===== src/rtl/huff_pkg.sv =====
// Shared constants, code table and FSM state type for the streaming Huffman decoder.
package huff_pkg;

  localparam int unsigned MAX_LEN   = 6;
  localparam int unsigned SYM_W     = 4;
  localparam int unsigned LEN_W     = $clog2(MAX_LEN + 1);
  localparam int unsigned NUM_CODES = 14;

  // Codes are stored MSB-aligned in a MAX_LEN-bit field; unused low bits are 0.
  localparam logic [MAX_LEN-1:0] CODE_BITS [NUM_CODES] = '{
    6'b100000, 6'b011100, 6'b010100, 6'b010000, 6'b001100, 6'b001000, 6'b000000,
    6'b011010, 6'b011000, 6'b011001, 6'b000110, 6'b000111, 6'b000100, 6'b000101
  };

  localparam logic [LEN_W-1:0] CODE_LEN [NUM_CODES] = '{
    3'd1, 3'd4, 3'd4, 3'd4, 3'd4, 3'd4, 3'd4,
    3'd5, 3'd6, 3'd6, 3'd6, 3'd6, 3'd6, 3'd6
  };

  localparam logic [SYM_W-1:0] CODE_SYM [NUM_CODES] = '{
    4'd0, 4'd9, 4'd2, 4'd1, 4'd6, 4'd5, 4'd10,
    4'd7, 4'd3, 4'd4, 4'd8, 4'd12, 4'd14, 4'd15
  };

  typedef enum logic [1:0] {RUN, FLUSH, DONE} state_t;

  function automatic logic [MAX_LEN-1:0] len_mask(input logic [LEN_W-1:0] len);
    return ~({MAX_LEN{1'b1}} >> len);
  endfunction

endpackage


===== src/rtl/huff_code_match.sv =====
// Combinational prefix matcher: maps an MSB-first window to its symbol and code length.
module huff_code_match
  import huff_pkg::*;
(
  input  logic [MAX_LEN-1:0] window,
  output logic [SYM_W-1:0]   symbol,
  output logic [LEN_W-1:0]   length
);

  // The table is prefix-free, so at most one entry can hit.
  always_comb begin
    symbol = '0;
    length = '0;
    for (int unsigned i = 0; i < NUM_CODES; i++) begin
      if ((window & len_mask(CODE_LEN[i])) == CODE_BITS[i]) begin
        symbol = CODE_SYM[i];
        length = CODE_LEN[i];
      end
    end
  end

endmodule


===== src/rtl/huffman_stream_decoder.sv =====
// Streaming Huffman decoder: packs IN_W-bit chunks into a bit buffer and emits up to
// one symbol per clock with valid/ready on both sides plus end-of-frame reporting.
module huffman_stream_decoder
  import huff_pkg::*;
#(
  parameter int unsigned IN_W  = 6,
  parameter int unsigned BUF_W = 16,
  parameter int unsigned CNT_W = 16
) (
  input  logic                       clk,
  input  logic                       rst,
  input  logic                       in_valid,
  output logic                       in_ready,
  input  logic [IN_W-1:0]            in_data,
  input  logic [$clog2(IN_W+1)-1:0]  in_nbits,
  input  logic                       in_last,
  output logic                       out_valid,
  input  logic                       out_ready,
  output logic [SYM_W-1:0]           out_symbol,
  output logic [LEN_W-1:0]           out_length,
  output logic                       frame_done,
  output logic                       trunc_err,
  output logic [CNT_W-1:0]           sym_count
);

  localparam int unsigned CW = $clog2(BUF_W + 1);

  if (BUF_W < IN_W + MAX_LEN) begin : g_buf_too_small
    $error("huffman_stream_decoder: BUF_W must be >= IN_W + MAX_LEN");
  end

  state_t            state, state_nxt;
  logic [BUF_W-1:0]  bit_buf, buf_shift, in_aligned;
  logic [CW-1:0]     count, cnt_after;
  logic [IN_W-1:0]   data_masked;
  logic [SYM_W-1:0]  m_sym;
  logic [LEN_W-1:0]  m_len;
  logic              match_valid, fire, accept, handshake, new_frame;

  huff_code_match u_match (
    .window (bit_buf[BUF_W-1 -: MAX_LEN]),
    .symbol (m_sym),
    .length (m_len)
  );

  assign in_ready    = (state == RUN) && (count <= CW'(BUF_W - IN_W));
  assign accept      = in_valid && in_ready;
  assign match_valid = (state != DONE) && (m_len != '0) && (CW'(m_len) <= count);
  assign fire        = match_valid && (!out_valid || out_ready);
  assign handshake   = out_valid && out_ready;

  // Bits below count are kept zero, so new data can simply be OR-ed in under the survivors.
  always_comb begin
    cnt_after   = fire ? count - CW'(m_len) : count;
    buf_shift   = fire ? bit_buf << m_len : bit_buf;
    data_masked = in_data & ~({IN_W{1'b1}} >> in_nbits);
    in_aligned  = {data_masked, {(BUF_W - IN_W){1'b0}}} >> cnt_after;
  end

  always_comb begin
    state_nxt  = state;
    frame_done = 1'b0;
    trunc_err  = 1'b0;
    case (state)
      RUN:     if (in_valid && in_ready && in_last) state_nxt = FLUSH;
      FLUSH:   if (!match_valid && !out_valid) state_nxt = DONE;
      DONE: begin
        frame_done = 1'b1;
        trunc_err  = (count != '0);
        state_nxt  = RUN;
      end
      default: state_nxt = RUN;
    endcase
  end

  always_ff @(posedge clk or posedge rst) begin
    if (rst) begin
      state   <= RUN;
      bit_buf <= '0;
      count   <= '0;
    end else begin
      state <= state_nxt;
      if (state == DONE) begin
        bit_buf <= '0;
        count   <= '0;
      end else begin
        bit_buf <= buf_shift | (accept ? in_aligned : '0);
        count   <= cnt_after + (accept ? CW'(in_nbits) : '0);
      end
    end
  end

  always_ff @(posedge clk or posedge rst) begin
    if (rst) begin
      out_valid  <= 1'b0;
      out_symbol <= '0;
      out_length <= '0;
      sym_count  <= '0;
      new_frame  <= 1'b1;
    end else begin
      if (fire) begin
        out_valid  <= 1'b1;
        out_symbol <= m_sym;
        out_length <= m_len;
      end else if (out_ready) begin
        out_valid <= 1'b0;
      end
      if (accept && new_frame) sym_count <= '0;
      else if (handshake)      sym_count <= sym_count + 1'b1;
      if (state == DONE) new_frame <= 1'b1;
      else if (accept)   new_frame <= 1'b0;
    end
  end

endmodule


===== config.mk =====
export PLATFORM = sky130hd
export DESIGN_NAME = huffman_stream_decoder
export DESIGN_NICKNAME = d
export VERILOG_FILES = /design/src/rtl/huff_pkg.sv /design/src/rtl/huff_code_match.sv /design/src/rtl/huffman_stream_decoder.sv
export SDC_FILE = /design/constraint.sdc
export NUM_CORES = 1
export LEC_CHECK = 0
export ABC_AREA = 1
export CAP_MARGIN = 20
export CELL_PAD_IN_SITES_DETAIL_PLACEMENT = 1
export CELL_PAD_IN_SITES_GLOBAL_PLACEMENT = 2
export CORE_ASPECT_RATIO = 1.1
export CORE_MARGIN = 10
export CORE_UTILIZATION = 31
export CTS_CLUSTER_DIAMETER = 120
export DETAILED_ROUTE_END_ITERATION = 7
export PLACE_DENSITY = 0.84
export SETUP_SLACK_MARGIN = 0.5
export SYNTH_ARGS = -nofsm -noshare
export SYNTH_HDL_FRONTEND = slang
export SYNTH_SLANG_ARGS = --single-unit
export TNS_END_PERCENT = 10

===== constraint.sdc =====
create_clock -name clk -period 4.25 [get_ports clk]
set_input_delay 0.85 -clock clk [delete_from_list [all_inputs] [get_ports clk]]
set_output_delay 0.85 -clock clk [all_outputs]
set_load 0.005 [all_outputs]

==> impl_metrics.py <==
metrics = {
    "synth": {
        "synthFlopType": "dfrtp_1",
        "seq_area_frac_synth": 0.344,
        "syn_inst": 521,
        "synth_area_mm2": 0.00350,
        "yosysUniqueCellTypes": 42,
        "synth_edf_count": 0,
        "asyncSetResetFlopFracSynth": 1.00,
        "syn_nets": 542,
        "ys.warnings.count": 0,
        "ys_seq_elements": 48,
        "syn_area_per_cell_um2": 6.71,
    },
    "critical_path": {
        "cp-start-kind": "register",
        "cp.required_ns": 4.44,
        "critPathCaptureType": "register",
        "cp_max_fo": 19,
        "critPathKind": "register to register",
        "max_stage_delay_ns": 0.45,
        "path_delay_family": "simple AND/OR/NAND/NOR gates",
        "worstPathArrival_ns": 3.57,
        "crit_chain": "inv_2 > nand2_1 > nor2_4 > nand2_4 > nand2_4 > inv_2 > ha_1 > nand3_1 > nand2_1 > inv_1 > nand2_2 > nand3_4 > buf_4 > nor2_2 > nand2_1 > nand3_1 > nand3_1 > nand2_1 > inv_1",
        "crit_top_cell": "nand2_1",
        "cp_num_buf_inv": 5,
        "cp_slowest_cell": "dfrtp_1",
    },
    "pwr": {
        "vdd_drop_max_mv": 0.277,
        "power.internal_uw": 1730,
        "power_uw": 3640,
        "power.density_mw_per_mm2": 863,
        "swShare": 0.526,
        "p_sw_uw": 1910,
        "pwr-share-seq": 0.228,
        "pwr-share-comb": 0.663,
        "clockPowerShare": 0.110,
        "leakagePower_uw": 0.00200,
    },
    "detailed_routing": {
        "routed-wl-met3_um": 414,
        "ant_nets": 0,
        "first_pass_iters": 4,
        "dr_wl_met2_mm": 5.64,
        "drt_iter0_drc": 90,
        "routedWlPerCell_um": 16.1,
        "wl_met1_mm": 5.25,
        "via_per_inst": 5.00,
        "top_layer": "met4",
        "vias": 3544,
        "drc": 0,
        "finalWirelength_mm": 11.4,
    },
    "timing": {
        "tns_ns": 0,
        "min_period_ns": 3.38,
        "rsz0062_at_grt": "no",
        "setup_violations": 0,
        "tightest_slew_ns": 0.585,
        "hold_viol": 0,
        "max_freq_mhz": 296,
        "drv_slew": 0,
        "relSlewSlack": 0.606,
        "timing.final.crit_share": 0.795,
        "finClkSkew_ns": 0.00345,
    },
    "global_routing": {
        "grt_max_degree": 49,
        "antenna_found_initial": 0,
        "grt_pass1_vias": 3909,
        "grt_overflow": 0,
        "grt_first_pass_wirelength_mm": 19.5,
        "grtUsageTotal": 0.147,
    },
    "floorplanning": {
        "rows": 40,
        "start_util": 0.319,
        "pin_count": 41,
        "core_area_mm2": 0.0110,
        "dieArea_mm2": 0.0159,
        "die_w_um": 121,
        "die_y_um": 131,
    },
    "layout": {
        "mostFrequentLayoutCell": "nand2_1",
        "utilization": 0.385,
        "final_cell_mix": "138 x nand2_1, 65 x inv_1, 55 x nor2_1",
        "drive_gt1_frac": 0.0872,
        "diodes": 0,
        "area_growth_pct": 20.6,
        "nets": 583,
    },
    "clock_network": {
        "cts_tree": "yes",
        "ctsHoldBuffers": 0,
        "cts_buffer_depth": 2,
        "clk_latency_ns": 0.29,
        "htreeDepth": 2,
        "root_buffer": "clkbuf_16",
        "cts_buffers": 5,
        "clkSlewWorstSetupHoldPaths_ns": 0.07,
        "cts.sinks": 48,
    },
    "worst_hold_path": {
        "holdCritPathClass": "register to register",
    },
    "placement": {
        "gp_congestion": 0.855,
        "dpl.hpwl_mm": 9.06,
        "numPortBuffers": 40,
    },
    "run": {
        "drv_cap": 0,
    },
    "run_status": {
        "status": "complete, no violations",
    },
}
[final timing paths]
check / slack, ns / endpoint / startpoint / depth (start not counted)
max: 0.87 / bit_buf[6] / bit_buf[15] / 19
min: 0.49 / out_symbol[0] / out_symbol[0] / 2
max reg2reg: 0.87 / bit_buf[6] / bit_buf[15] / 19
min reg2reg: 0.49 / out_symbol[0] / out_symbol[0] / 2
max in group asynchronous: 2.90 / new_frame / rst / 3
min in group asynchronous: 0.79 / out_length[0] / rst / 2
[kinds of logic after synthesis]
kind of cell               share of synthesized area
AOI/OAI and AO/OA                              0.145
xor gates and xnor gates                      0.0222
adders and majority gates                     0.0272
buffers and inverters                          0.101
DFF                                            0.344
and+or+nand+nor                                0.361
[routing by layer]
layer	vias to the layer above	track usage
met5	-	0
met4	0	0.0325
met3	9	0.0313
met2	56	0.251
met1	1717	0.184
li1	1762	-
[final cells by class]
type	instances	area (um^2)
clock buffers	5	125
well taps	147	184
flip-flops and latches	48	1200
inverters	74	278
fillers	1422	6740
repair buffers	47	465
clock inverters	2	12.5
multi-input cells	386	1950
[through the flow]
step | worst slack, ns | cell area (um^2) | instances | hold WS [ns]
detailed placement | 0.677 | 4040 | 700 | 0.479
global placement | 0.851 | 4040 | 700 | 0.462
finish | 0.872 | 4220 | 709 | 0.487
CTS | 0.658 | 4180 | 707 | 0.497
global route | 0.513 | 4220 | 709 | 0.526
floorplan | 1.20 | 3500 | 521 | 0.455
[cells in the mapped netlist (all sizes together), types with 2 or more instances]
| library cell | n | area [um^2] |
|---|---|---|
| a21oi | 34 | 170 |
| a31oi | 4 | 25.0 |
| buf | 7 | 53.8 |
| clkbuf | 6 | 22.5 |
| dfrtp | 47 | 1180 |
| ha | 6 | 75.1 |
| inv | 73 | 274 |
| nand2 | 148 | 593 |
| nand3 | 52 | 275 |
| nand3b | 2 | 15.0 |
| nand4 | 7 | 43.8 |
| nor2 | 63 | 267 |
| nor3 | 10 | 55.1 |
| o211ai | 9 | 67.6 |
| o21a | 3 | 22.5 |
| o21ai | 28 | 155 |
| o22ai | 3 | 18.8 |
| xor2 | 7 | 68.8 |
[power groups by stage]
| stage | logic [uW] | registers (uW) | clock network, uW |
|---|---|---|---|
| finish | 2410 | 829 | 399 |
| global route | 2750 | 861 | 431 |
| CTS | 2410 | 831 | 412 |
| detailed placement | 2390 | 838 | 0 |
| global placement | 2360 | 831 | 0 |
| floorplan | 1720 | 788 | 0 |
[worst reg2reg max path, delay by kind of cell (launching register included)]
kind / cells / cell delay (ns)
DFF: 1 / 0.45
and+or+nand+nor: 13 / 1.80
buffers and inverters: 5 / 0.67
adders and majority gates: 1 / 0.35
[timing repair]
item / 4_1_cts / 5_1_grt
endpoints found under the setup margin: 0 / 15
buffers inserted: 0 / 1
gates resized for setup: 0 / 2
[flip-flops by register name, indices dropped and copies added (netlist names)]
name	cells
sym_count	16
out_symbol	4
out_length	3
state	2
count	5
new_frame	1
out_valid	1
bit_buf	16
Power figures use the tool's default switching activity.
